$ cat config.mk
export PLATFORM = sky130hd
export DESIGN_NAME = qcv_mem_arbiter
export DESIGN_NICKNAME = d
export VERILOG_FILES = /design/src/rtl/qcv_mem_arbiter.sv
export SDC_FILE = /design/constraint.sdc
export NUM_CORES = 1
export LEC_CHECK = 0
export ABC_AREA = 1
export CORE_AREA = 8 8 103 105
export DETAILED_ROUTE_END_ITERATION = 8
export DIE_AREA = 0 0 111 113
export GPL_ROUTABILITY_DRIVEN = 0
export GPL_TIMING_DRIVEN = 0
export PLACE_DENSITY_LB_ADDON = 0.05
export SLEW_MARGIN = 20
export SYNTH_ARGS = -nofsm -noshare
export SYNTH_HDL_FRONTEND = slang
export SYNTH_SLANG_ARGS = --single-unit
$ cat constraint.sdc
create_clock -name clk_i -period 2.2 [get_ports clk_i]
set_clock_uncertainty 0.05 [all_clocks]
set_input_delay 0.22 -clock clk_i [delete_from_list [all_inputs] [get_ports clk_i]]
set_output_delay 0.22 -clock clk_i [all_outputs]
set_load 0.005 [all_outputs]
$ cat src/rtl/qcv_mem_arbiter.sv
`default_nettype none
// ============================================================================
// Module   : qcv_mem_arbiter
// Purpose  : Shares one pipelined memory port (req/gnt/rvalid) between the
//            instruction fetch side and the LSU data side. Data has priority;
//            the instruction side is forced through after STARVE_LIMIT
//            consecutive data grants. A small in-order ID FIFO remembers who
//            issued each accepted request, and each response is steered back
//            to that requester.
// Ports    : clk_i, rst_i (async, active high)
//            instr_*  : fetch request in, gnt/rvalid/rdata/err out
//            data_*   : LSU request in (we/be/addr/wdata), gnt/rvalid/rdata/err out
//            mem_*    : single external memory port
//            busy_o   : outstanding transactions or a request pending
//            spurious_o : response seen with nothing outstanding
// Revision : 1.0 - initial release
// ============================================================================
module qcv_mem_arbiter #(
    parameter int MAX_OUTSTANDING = 2,
    parameter int STARVE_LIMIT    = 4
) (
    input  logic        clk_i,
    input  logic        rst_i,
    input  logic        instr_req_i,
    input  logic [31:0] instr_addr_i,
    output logic        instr_gnt_o,
    output logic        instr_rvalid_o,
    output logic [31:0] instr_rdata_o,
    output logic        instr_err_o,
    input  logic        data_req_i,
    input  logic        data_we_i,
    input  logic [3:0]  data_be_i,
    input  logic [31:0] data_addr_i,
    input  logic [31:0] data_wdata_i,
    output logic        data_gnt_o,
    output logic        data_rvalid_o,
    output logic [31:0] data_rdata_o,
    output logic        data_err_o,
    output logic        mem_req_o,
    output logic        mem_we_o,
    output logic [3:0]  mem_be_o,
    output logic [31:0] mem_addr_o,
    output logic [31:0] mem_wdata_o,
    input  logic        mem_gnt_i,
    input  logic        mem_rvalid_i,
    input  logic [31:0] mem_rdata_i,
    input  logic        mem_err_i,
    output logic        busy_o,
    output logic        spurious_o
);

    localparam int c_PTR_W = (MAX_OUTSTANDING > 1) ? $clog2(MAX_OUTSTANDING) : 1;
    localparam int c_CNT_W = $clog2(MAX_OUTSTANDING + 1);
    localparam int c_STV_W = $clog2(STARVE_LIMIT + 1);
    localparam logic [c_CNT_W-1:0] c_CNT_FULL   = c_CNT_W'(MAX_OUTSTANDING);
    localparam logic [c_STV_W-1:0] c_STARVE_MAX = c_STV_W'(STARVE_LIMIT);

    logic [c_PTR_W-1:0]         r_wptr;
    logic [c_PTR_W-1:0]         r_rptr;
    logic [c_CNT_W-1:0]         r_count;
    logic [c_STV_W-1:0]         r_starve_cnt;
    logic [MAX_OUTSTANDING-1:0] w_ids;

    logic w_full;
    logic w_starved;
    logic w_data_win;
    logic w_instr_win;
    logic w_accept;
    logic w_outstanding;
    logic w_pop;
    logic w_resp_id;

    // ------------------------------------------------------------------
    // Arbitration: full is taken from the registered count, so a response
    // arriving while full frees a slot only for the following cycle.
    // ------------------------------------------------------------------
    assign w_full        = (r_count == c_CNT_FULL);
    assign w_starved     = instr_req_i && (r_starve_cnt == c_STARVE_MAX);
    assign w_data_win    = !w_full && data_req_i && !w_starved;
    assign w_instr_win   = !w_full && instr_req_i && !w_data_win;
    assign w_accept      = mem_req_o && mem_gnt_i;
    assign w_outstanding = (r_count != '0);
    assign w_pop         = mem_rvalid_i && w_outstanding;
    assign w_resp_id     = w_ids[r_rptr];

    assign mem_req_o   = w_data_win || w_instr_win;
    assign mem_we_o    = w_data_win ? data_we_i    : 1'b0;
    assign mem_be_o    = w_data_win ? data_be_i    : 4'hF;
    assign mem_wdata_o = w_data_win ? data_wdata_i : 32'h0;
    assign mem_addr_o  = w_data_win  ? data_addr_i  :
                         w_instr_win ? instr_addr_i : 32'h0;

    assign instr_gnt_o = w_instr_win && mem_gnt_i;
    assign data_gnt_o  = w_data_win  && mem_gnt_i;

    // Response steering: ID 0 = instruction side, ID 1 = data side.
    assign instr_rvalid_o = w_pop && !w_resp_id;
    assign data_rvalid_o  = w_pop &&  w_resp_id;
    assign instr_rdata_o  = mem_rdata_i;
    assign data_rdata_o   = mem_rdata_i;
    assign instr_err_o    = instr_rvalid_o && mem_err_i;
    assign data_err_o     = data_rvalid_o  && mem_err_i;

    assign busy_o     = w_outstanding || instr_req_i || data_req_i;
    assign spurious_o = mem_rvalid_i && !w_outstanding;

    // ------------------------------------------------------------------
    // ID FIFO storage, one flop per slot.
    // ------------------------------------------------------------------
    generate
        for (genvar g = 0; g < MAX_OUTSTANDING; g++) begin : g_id_fifo
            logic r_id;
            always_ff @(posedge clk_i or posedge rst_i) begin
                if (rst_i) begin
                    r_id <= 1'b0;
                end else if (w_accept && (r_wptr == c_PTR_W'(g))) begin
                    r_id <= w_data_win;
                end
            end
            assign w_ids[g] = r_id;
        end
    endgenerate

    // Pointers wrap naturally because the depth is a power of two.
    always_ff @(posedge clk_i or posedge rst_i) begin
        if (rst_i) begin
            r_wptr  <= '0;
            r_rptr  <= '0;
            r_count <= '0;
        end else begin
            if (w_accept) begin
                r_wptr <= r_wptr + 1'b1;
            end
            if (w_pop) begin
                r_rptr <= r_rptr + 1'b1;
            end
            case ({w_accept, w_pop})
                2'b10:   r_count <= r_count + 1'b1;
                2'b01:   r_count <= r_count - 1'b1;
                default: r_count <= r_count;
            endcase
        end
    end

    // Counts data grants taken while the fetch side is waiting; any cycle
    // without a fetch request, or a fetch grant, restarts the window.
    always_ff @(posedge clk_i or posedge rst_i) begin
        if (rst_i) begin
            r_starve_cnt <= '0;
        end else if (!instr_req_i) begin
            r_starve_cnt <= '0;
        end else if (instr_gnt_o) begin
            r_starve_cnt <= '0;
        end else if (data_gnt_o && (r_starve_cnt != c_STARVE_MAX)) begin
            r_starve_cnt <= r_starve_cnt + 1'b1;
        end
    end

endmodule
`default_nettype wire

### Word level (Yosys, flattened, before mapping)

Cells that the tools add are included.
Widths: inputs -> output; s select.

* mux-type cells: 11
* bitwise gates (word level): 1
* $mul: 0
* divide/modulo/power cells: 0
* add/sub/neg operators: 5
* reductions and logical operators: 27
* shifts and indexed selects: 0
* equality and inequality tests: 6
* magnitude comparators: 1

Operator list (count)
* $mux 32: 3
* $logic_and 1x1->1: 17
* $mux 3: 3
* $logic_not 1->1: 5
* $eq 2x2->1 const B: 2
* $mux 4: 1
* $pmux 2 s2: 1
* $reduce_bool 2->1: 2
* $add 3x1->3 const B: 1
* $eq 3x3->1 const B: 1
* $logic_or 1x1->1: 3
* $mux 1: 3
* $ne 3x1->1 const B: 1
* $ne 3x3->1 const B: 1
* $add 1x1->1 const B: 2
* $add 2x1->2 const B: 1
* $eq 2x1->1 const B: 1
* $lt 1x2->1 const B: 1
* $sub 2x1->2 const B: 1
* $not 1->1: 1

* word-level logic and storage cells: 57
* flip-flop bits (word level): 9
* output and inout bits: 142
* memories kept: 0
* bits in read-only memories: 0
* bits of input ports: 140
* bits in latches: 0
* RAM bits: 0

### Logic depth before layout (Yosys ltp)

Gate-level depths: netlist of run 1.

* depth after elaboration: 10
* depth in mapped cells: 9
* depth with buffers taken out: 9

### Worst setup path after synthesis of run 1

Ideal clock, no wire load.

* path type: register -> register
* from: register r_count[0]
* to: register r_count[1]
* stages on the path, launching flop included: 10
* clock period less this slack: 1.634 ns
* buffers on the path: 0
* setup slack: 0.566 ns
* setup time: 0.126 ns
* data arrival time: 1.458 ns
* required time: 2.024 ns
* cells stage by stage: dfrtp_1 inv_2 nand2_4 nand2_2 nand2_2 nand2_2 ha_1 a21oi_1 o21ai_0 xnor2_1

* longest elaborated chain between the ends: 10
* elaborated cells on any way between the ends: 17
* classes of those cells: add/sub: 2; eq/ne: 3; mux: 1; reduce/logical: 11

Ends and longest elaborated chain
* from (decl): RTL line 60 `logic [c_CNT_W-1:0] r_count;`
* from (signal assigned): RTL line 138 `2'b10: r_count <= r_count + 1'b1;`
* from (signal assigned): RTL line 139 `2'b01: r_count <= r_count - 1'b1;`
* from (signal assigned): RTL line 140 `default: r_count <= r_count;`
* $eq 2x2->1 *: RTL line 77 `assign w_full = (r_count == c_CNT_FULL);`
* $logic_not 1->1 *: RTL line 79, 80
* $logic_and 1x1->1 (2 in series): RTL line 79 `assign w_data_win = !w_full && data_req_i && !w_starved;`
* $logic_not 1->1: RTL line 80 `assign w_instr_win = !w_full && instr_req_i && !w_data_win;`
* $logic_and 1x1->1: RTL line 80
* $logic_or 1x1->1 *: RTL line 86 `assign mem_req_o = w_data_win || w_instr_win;`
* net mem_req_o: RTL line 39 `output logic mem_req_o,`
* $logic_and 1x1->1 *: RTL line 81 `assign w_accept = mem_req_o && mem_gnt_i;`
* $eq 2x1->1 / $eq 2x2->1 (equally long branches): RTL line 137 `case ({w_accept, w_pop})`
* $pmux 2 s2 / $reduce_bool 2->1 (equally long branches)

Mark *: on every way through the listed nets, which the timed path passes. The rest lies on a longest branch.
A chain may end at the register's enable or synchronous reset.

### Worst setup path after layout of run 1

* from: register r_starve_cnt[0]
* to: output port mem_wdata_o[7]

* longest elaborated chain between the ends: 5

Ends and longest elaborated chain
* from (decl): RTL line 61 `logic [c_STV_W-1:0] r_starve_cnt;`
* from (signal assigned): RTL line 155 `r_starve_cnt <= r_starve_cnt + 1'b1;`
* $eq 3x3->1: RTL line 78 `assign w_starved = instr_req_i && (r_starve_cnt == c_STARVE_MAX);`
* $logic_and 1x1->1: RTL line 78
* $logic_not 1->1: RTL line 79
* $logic_and 1x1->1: RTL line 79
* $mux 32: RTL line 89 `assign mem_wdata_o = w_data_win ? data_wdata_i : 32'h0;`
* to (decl): RTL line 43 `output logic [31:0] mem_wdata_o,`

Every way passes these cells.

==> impl_metrics.ini, run 1 <==
[sta]
finalHoldViolCount = 0
timing.slew.headroom = 0.742
max_slew.worst_pin.slew_ns = 0.383
finalWorstPathRequiredPeriod_ns = 2.16
rsz_0062_raised_after_global_routing = true
max_freq_mhz = 462
finalSetupViolations = 0
final.period_utilization = 0.984
timing_max_transition_violations_final = 0
fin_tns_setup_ns = 0

[synth]
synth_top_cell_by_area = sky130_fd_sc_hd__buf_4
yosys_register_bits = 9
synth_enable_flop_cells = 0
synth_top_cells_by_area = sky130_fd_sc_hd__buf_4 27%, sky130_fd_sc_hd__nand2_1 15%, sky130_fd_sc_hd__dfrtp_1 12%
yosys_most_used_dff = sky130_fd_sc_hd__dfrtp_1
syn_area_per_cell_um2 = 5.87
post_synth_num_cell_types = 26
async_reset_ff_frac = 1.00
total_nets_after_synthesis = 459
syn-instance-count = 316
syn-cell-area_um2 = 1850
post_synthesis_sequential_area_ratio = 0.121
synth_top_area_frac = 0.271
ys_warn_count = 0

[clock_tree]
cts.hold.buffers_added = 0
h-tree-depth = 1
max_buffers_root_to_sink = 2
cts.root.buffer_cell = sky130_fd_sc_hd__clkbuf_8
tritoncts_num_sinks = 9
clock_latency_ns = 0.23
tritoncts.num_buffers = 3
tritoncts_clock_tree = yes
cts.reportedPaths.clkPinSlew_ns = 0.05

[critical_path]
crit_path_start = r_starve_cnt[0]
timing.rr.end = r_count[1]
worst_ep_arrival_time_ns = 1.89
cp-end-kind = primary output
reg2reg_slack_ns = 0.44
timing_worst_setup_path_type = flop to primary output
start_kind = flop
r2r_cells = 8
crit_required_ns = 1.93
timing.critical_path.fanout_max = 10
reg2reg_from = r_count[1]

[routing]
route.final.wire_length_um = 11600
viasPerCell = 3.92
detailedRoute.firstIterationViolations = 112
drtPass1Iterations = 4
antenna_violating_nets_post_route = 0
detail_route.wl_per_cell_um = 16.9
total_vias_in_the_final_route = 2702
drcViolationCount = 0

[power_and_ir_drop]
clockPowerShare = 0.076
combPwrFrac = 0.802
p_leak_nw = 2.44
p_switching_mw = 0.981
max-vdd-ir-drop_v = 0.000501
power.sequential.fraction = 0.122
sw_frac_of_total = 0.399
powerDensity_nw_per_um2 = 530
pint_mw = 1.48

[cells_and_area]
diodes_inserted = 0
area_delta_synth_final_pct = 150
final_nets = 722
layout_commonest_cell = sky130_fd_sc_hd__clkdlybuf4s50_1
layout_common_cells = 199 x sky130_fd_sc_hd__clkdlybuf4s50_1, 76 x sky130_fd_sc_hd__buf_4, 73 x sky130_fd_sc_hd__nand2_1
fill_cells = 907
post_route_cells_drive_above_1_share = 0.187
finish.cell_count_without_fillers = 689

[outcome]
run_status = completed

[die]
core_area_um2 = 8980
die_area_um2 = 12500
std_cell_rows = 35
ioPinCount = 282
die_h_um = 113
floorplan.initialDensity = 0.207
dieWidth_um = 111

[place]
post-place-cells = 676
port_buffers = 249
dp_hpwl_um = 10200

[global_route]
largest_net_degree_at_the_start_of_global_routing = 11
wire_length_of_the_first_global_routing_pass_um = 17500
track_usage = 0.175
grt_antenna_before_repair = 0
first_global_vias = 2781
gr-total-overflow = 0

[flow_run]
max_cap_violations = 0

[hold_path]
hold_path.class = input pin to asynchronous set/reset pin
==> sequential cells by signal, summed over array words and instances, names as in the netlist <==
name and count:
g_id_fifo.r_id 2, r_count 2, r_rptr 1, r_starve_cnt 3, r_wptr 1
==> critical path, cell delays in order, from the launching register on <==
cell and delay (ns):
sky130_fd_sc_hd__dfrtp_1 0.37, sky130_fd_sc_hd__inv_2 0.06, sky130_fd_sc_hd__ha_4 0.18, sky130_fd_sc_hd__nand3_4 0.11, sky130_fd_sc_hd__nand3_2 0.12, sky130_fd_sc_hd__buf_4 0.21, sky130_fd_sc_hd__nor2_1 0.09, sky130_fd_sc_hd__clkdlybuf4s50_1 0.54
==> cell type report <==
class / instances / area, um^2 / area share
flip-flops and latches: 9 / 226 / 0.0488
repair buffers: 257 / 2520 / 0.542
clock buffers: 3 / 41.3 / 0.00890
well taps: 111 / 139 / 0.0299
plain buffers: 77 / 608 / 0.131
clock inverters: 1 / 5.00 / 0.00108
multi-input cells: 184 / 926 / 0.200
inverters: 47 / 176 / 0.0380
==> layer usage <==
metal / vias to the layer above / track usage / wire length (um)
li1: 1413 / - / -
met1: 1173 / 0.180 / 4270
met2: 116 / 0.349 / 6490
met3: 0 / 0.0524 / 855
met4: 0 / 0.00811 / 0
met5: - / 0 / 0
==> power groups by stage <==
stage / Combinational, mW / Sequential, mW / Clock, mW
final: 1.97 / 0.299 / 0.186
after global routing: 2.17 / 0.308 / 0.205
after CTS: 1.99 / 0.298 / 0.194
after detailed placement: 2.02 / 0.299 / 0
after global placement: 2.00 / 0.297 / 0
after floorplan: 0.841 / 0.285 / 0
==> through the flow <==
| step | util | cell area (um^2) | hold WS, ns | total power, mW | setup WS [ns] |
|---|---|---|---|---|---|
| after CTS | 0.512 | 4590 | 0.221 | 2.48 | -0.0262 |
| after global placement | 0.500 | 4490 | 0.425 | 2.30 | -0.197 |
| final | 0.517 | 4640 | 0.211 | 2.46 | 0.0362 |
| after floorplan | - | 1850 | -0.00208 | 1.13 | 0.566 |
| after detailed placement | 0.500 | 4490 | 0.428 | 2.32 | -0.228 |
| after global routing | 0.517 | 4640 | 0.244 | 2.69 | -0.0826 |
==> logic make-up (layout without fill, tap and decap cells) <==
family,Yosys count,count (layout),synth area share
compound gates,8,8,0.0277
xor+xnor,5,5,0.0236
fa+ha+maj,3,3,0.0202
buf+inv,124,385,0.404
flops,9,9,0.121
simple gates,167,168,0.404
==> what timing repair did <==
| action | CTS | global route |
|---|---|---|
| cloned | 2 | 0 |
| endpoints found under the setup margin | 70 | 28 |
| buffers inserted | 4 | 3 |
| pin swaps | 1 | 2 |
| resized for setup | 64 | 9 |
==> cells in the mapped netlist (all sizes together) (2+ instances only) <==
library cell,instances
xor2,2
nor2,41
nand2,78
o21ai,4
ha,3
nand4,4
a21oi,3
nand3,37
or2,4
nor3,3
inv,47
xnor2,3
buf,77
dfrtp,9
==> how the worst max path moves through the flow <==
stage	endpoint	slack (ns)	depth (start not counted)
after global placement	mem_addr_o[18]	-0.20	7
after CTS	mem_addr_o[5]	-0.03	8
after floorplan	r_count[1]	0.57	9
final	mem_wdata_o[7]	0.04	7
after detailed placement	mem_addr_o[18]	-0.23	7
after global routing	mem_wdata_o[30]	-0.08	7
No activity file was read; power rests on OpenSTA's default activity.
==> run 2, diff against run 1 <==
- PLACE_DENSITY_LB_ADDON: 0.05 -> 0.15
==> run 2 against run 1 <==
Effect of this change:
- via count increased by 2.3%
- global-route usage is 1.0 points lower
- routed wire length is 2.3% lower
- the flow now finishes with violations (setup timing)
- critical path depth rose by 2
- first-iteration DRC count decreased by 5.4%
- cell area is 4.6% higher
- combinational power rose by 9.6%
==> impl_metrics.ini, run 2 (synthesized netlist as in run 1, its figures left out) <==
[critical_path]
reg2reg_slack_ns = 0.41
crit_path_top_delay_cell = sky130_fd_sc_hd__clkdlybuf4s50_1
worst-path-buf-inv = 3
crit_required_ns = 1.93
cp-end-kind = primary output
reg2reg_from = r_count[1]
worst_path_most_repeated_cell = sky130_fd_sc_hd__nand2_1
timing_worst_setup_path_type = flop to primary output
start_kind = flop
worst_path_dominant_cell_family = buffers and inverters
critPathMaxStageDelay_ns = 0.49
worst_ep_arrival_time_ns = 1.95
cell_chain_critical_path = inv_2 > ha_4 > nand2_2 > nor2_4 > nor2_8 > buf_2 > nand2_1 > nand2_1 > clkdlybuf4s50_1
crit_path_start = r_starve_cnt[1]
timing.critical_path.fanout_max = 5

[cells_and_area]
diodes_inserted = 0
largestRegisters = r_starve_cnt (3), g_id_fifo.r_id (2), r_count (2)
area_of_the_multi_input_gates_um2 = 950
largest_reg_flops = 3
regMostFlops = r_starve_cnt
final_area_um2 = 4850
seqCellArea_um2 = 228
layout_common_cells = 204 x sky130_fd_sc_hd__clkdlybuf4s50_1, 77 x sky130_fd_sc_hd__buf_4, 73 x sky130_fd_sc_hd__nand2_1
layout_commonest_cell = sky130_fd_sc_hd__clkdlybuf4s50_1
final_nets = 730
post_route_cells_drive_above_1_share = 0.201
area_delta_synth_final_pct = 162
fill_cells = 880

[sta]
max_slew.worst_pin.slew_ns = 0.370
final.period_utilization = 1.01
max_freq_mhz = 450
timing.hold.ws_ns = 0.197
finalSetupViolations = 7
finalWorstPathRequiredPeriod_ns = 2.22
timing_max_transition_violations_final = 0
final_setup_margin_ns = -0.0237
fin_tns_setup_ns = -0.0885
rsz_0062_raised_after_global_routing = true
finalHoldViolCount = 0
timing.slew.headroom = 0.750

[die]
dieWidth_um = 111
floorplan.initialDensity = 0.207
die_area_um2 = 12500
core_area_um2 = 8980
ioPinCount = 282
std_cell_rows = 35
die_h_um = 113

[clock_tree]
cts.reportedPaths.clkPinSlew_ns = 0.04
tritoncts.num_buffers = 3
tritoncts_num_sinks = 9
clock_latency_ns = 0.23
cts.hold.buffers_added = 0
tritoncts_clock_tree = yes
max_buffers_root_to_sink = 2
h-tree-depth = 1
cts.root.buffer_cell = sky130_fd_sc_hd__clkbuf_8

[routing]
detailedRoute.firstIterationViolations = 106
antenna_violating_nets_post_route = 0
detail_route.wl_per_cell_um = 16.3
route.final.wire_length_um = 11400
drcViolationCount = 0
total_vias_in_the_final_route = 2764
drtPass1Iterations = 4
viasPerCell = 3.97

[power_and_ir_drop]
clockPowerShare = 0.072
p_leak_nw = 2.78
combPwrFrac = 0.816
p_switching_mw = 1.02
pint_mw = 1.63
max-vdd-ir-drop_v = 0.000470
power.sequential.fraction = 0.112
powerDensity_nw_per_um2 = 545
sw_frac_of_total = 0.385

[place]
dpl_ws_ns = -0.222
dp_hpwl_um = 9720
port_buffers = 249
dpl-instance-area_um2 = 4490

[global_route]
grt_antenna_before_repair = 0
wire_length_of_the_first_global_routing_pass_um = 16600
track_usage = 0.165
first_global_vias = 2821
gr-total-overflow = 0
largest_net_degree_at_the_start_of_global_routing = 11

[outcome]
violations = setup timing
run_status = complete, but fails checks

[flow_run]
max_cap_violations = 0

[hold_path]
hold_path.class = input pin to asynchronous set/reset pin
-- run 2: cell types whose count changed in the layout (fill, tap and decap cells not counted), sizes merged, moves of 5 or more --
cell           change
dlygate4sd2       -35
clkdlybuf4s50      +5
dlymetal6s2s      +29
buf                +7
-- run 2: stage by stage --
| step | utilization | instances | total power [mW] |
|---|---|---|---|
| finish | 0.541 | 697 | 2.64 |
| global route | 0.541 | 697 | 2.86 |
| CTS | 0.515 | 687 | 2.57 |
| detailed placement | 0.500 | 676 | 2.30 |
| global placement | 0.500 | 676 | 2.27 |
| floorplan | - | 316 | 1.13 |
-- run 2: layout make-up --
type / count / area share
sequential: 9 / 0.0469
inverter: 47 / 0.0369
tap: 111 / 0.0286
multi-input combinational: 185 / 0.196
clock buffer: 4 / 0.00928
buffer: 77 / 0.130
timing repair buffer: 264 / 0.553
-- run 2: worst reg2reg max path, stage by stage, from the launching register on --
cell	delay (ns)
sky130_fd_sc_hd__dfrtp_2	0.44
sky130_fd_sc_hd__nand2_4	0.15
sky130_fd_sc_hd__nand2_1	0.14
sky130_fd_sc_hd__nand2_2	0.14
sky130_fd_sc_hd__nand2_2	0.10
sky130_fd_sc_hd__ha_1	0.32
sky130_fd_sc_hd__a21oi_1	0.11
sky130_fd_sc_hd__o21ai_0	0.11
sky130_fd_sc_hd__xnor2_1	0.13
-- run 2: worst paths after layout --
check	to	cells after the start
setup / recovery	mem_addr_o[17]	9
hold / removal	r_wptr	2
setup reg to reg	r_count[1]	8
hold reg to reg	g_id_fifo[1].r_id	2
max in group asynchronous	r_count[1]	2
min in group clk_i	g_id_fifo[1].r_id	2
-- run 2: power by group through the flow --
stage / sequential (mW) / clock, mW / combinational (mW)
2_1_floorplan: 0.285 / 0 / 0.841
5_1_grt: 0.307 / 0.207 / 2.35
3_3_place_gp: 0.296 / 0 / 1.98
6_report: 0.295 / 0.191 / 2.16
4_1_cts: 0.300 / 0.197 / 2.07
3_5_place_dp: 0.302 / 0 / 2.00
-- run 2: repair_timing --
item	4_1_cts	5_1_grt
buffers inserted	4	7
setup endpoints to repair	70	62
pin swaps	3	1
gates cloned	3	3
gates resized for setup	27	57
-- run 2: metal layers --
layer / global-route usage / vias up / routed length (um) / share of wire
met2: 0.312 / 139 / 6000 / 0.53
met5: 0 / - / 0 / 0
met3: 0.0630 / 7 / 1070 / 0.094
met4: 0.0180 / 0 / 61 / 0.0054
met1: 0.172 / 1186 / 4230 / 0.37
li1: - / 1432 / - / -
==> run 3, diff against run 2 <==
- ABC_CLOCK_PERIOD_IN_PS: default -> 2200
==> results of run 3 <==
Final layout, timing and power as in run 2 (identical DEF).
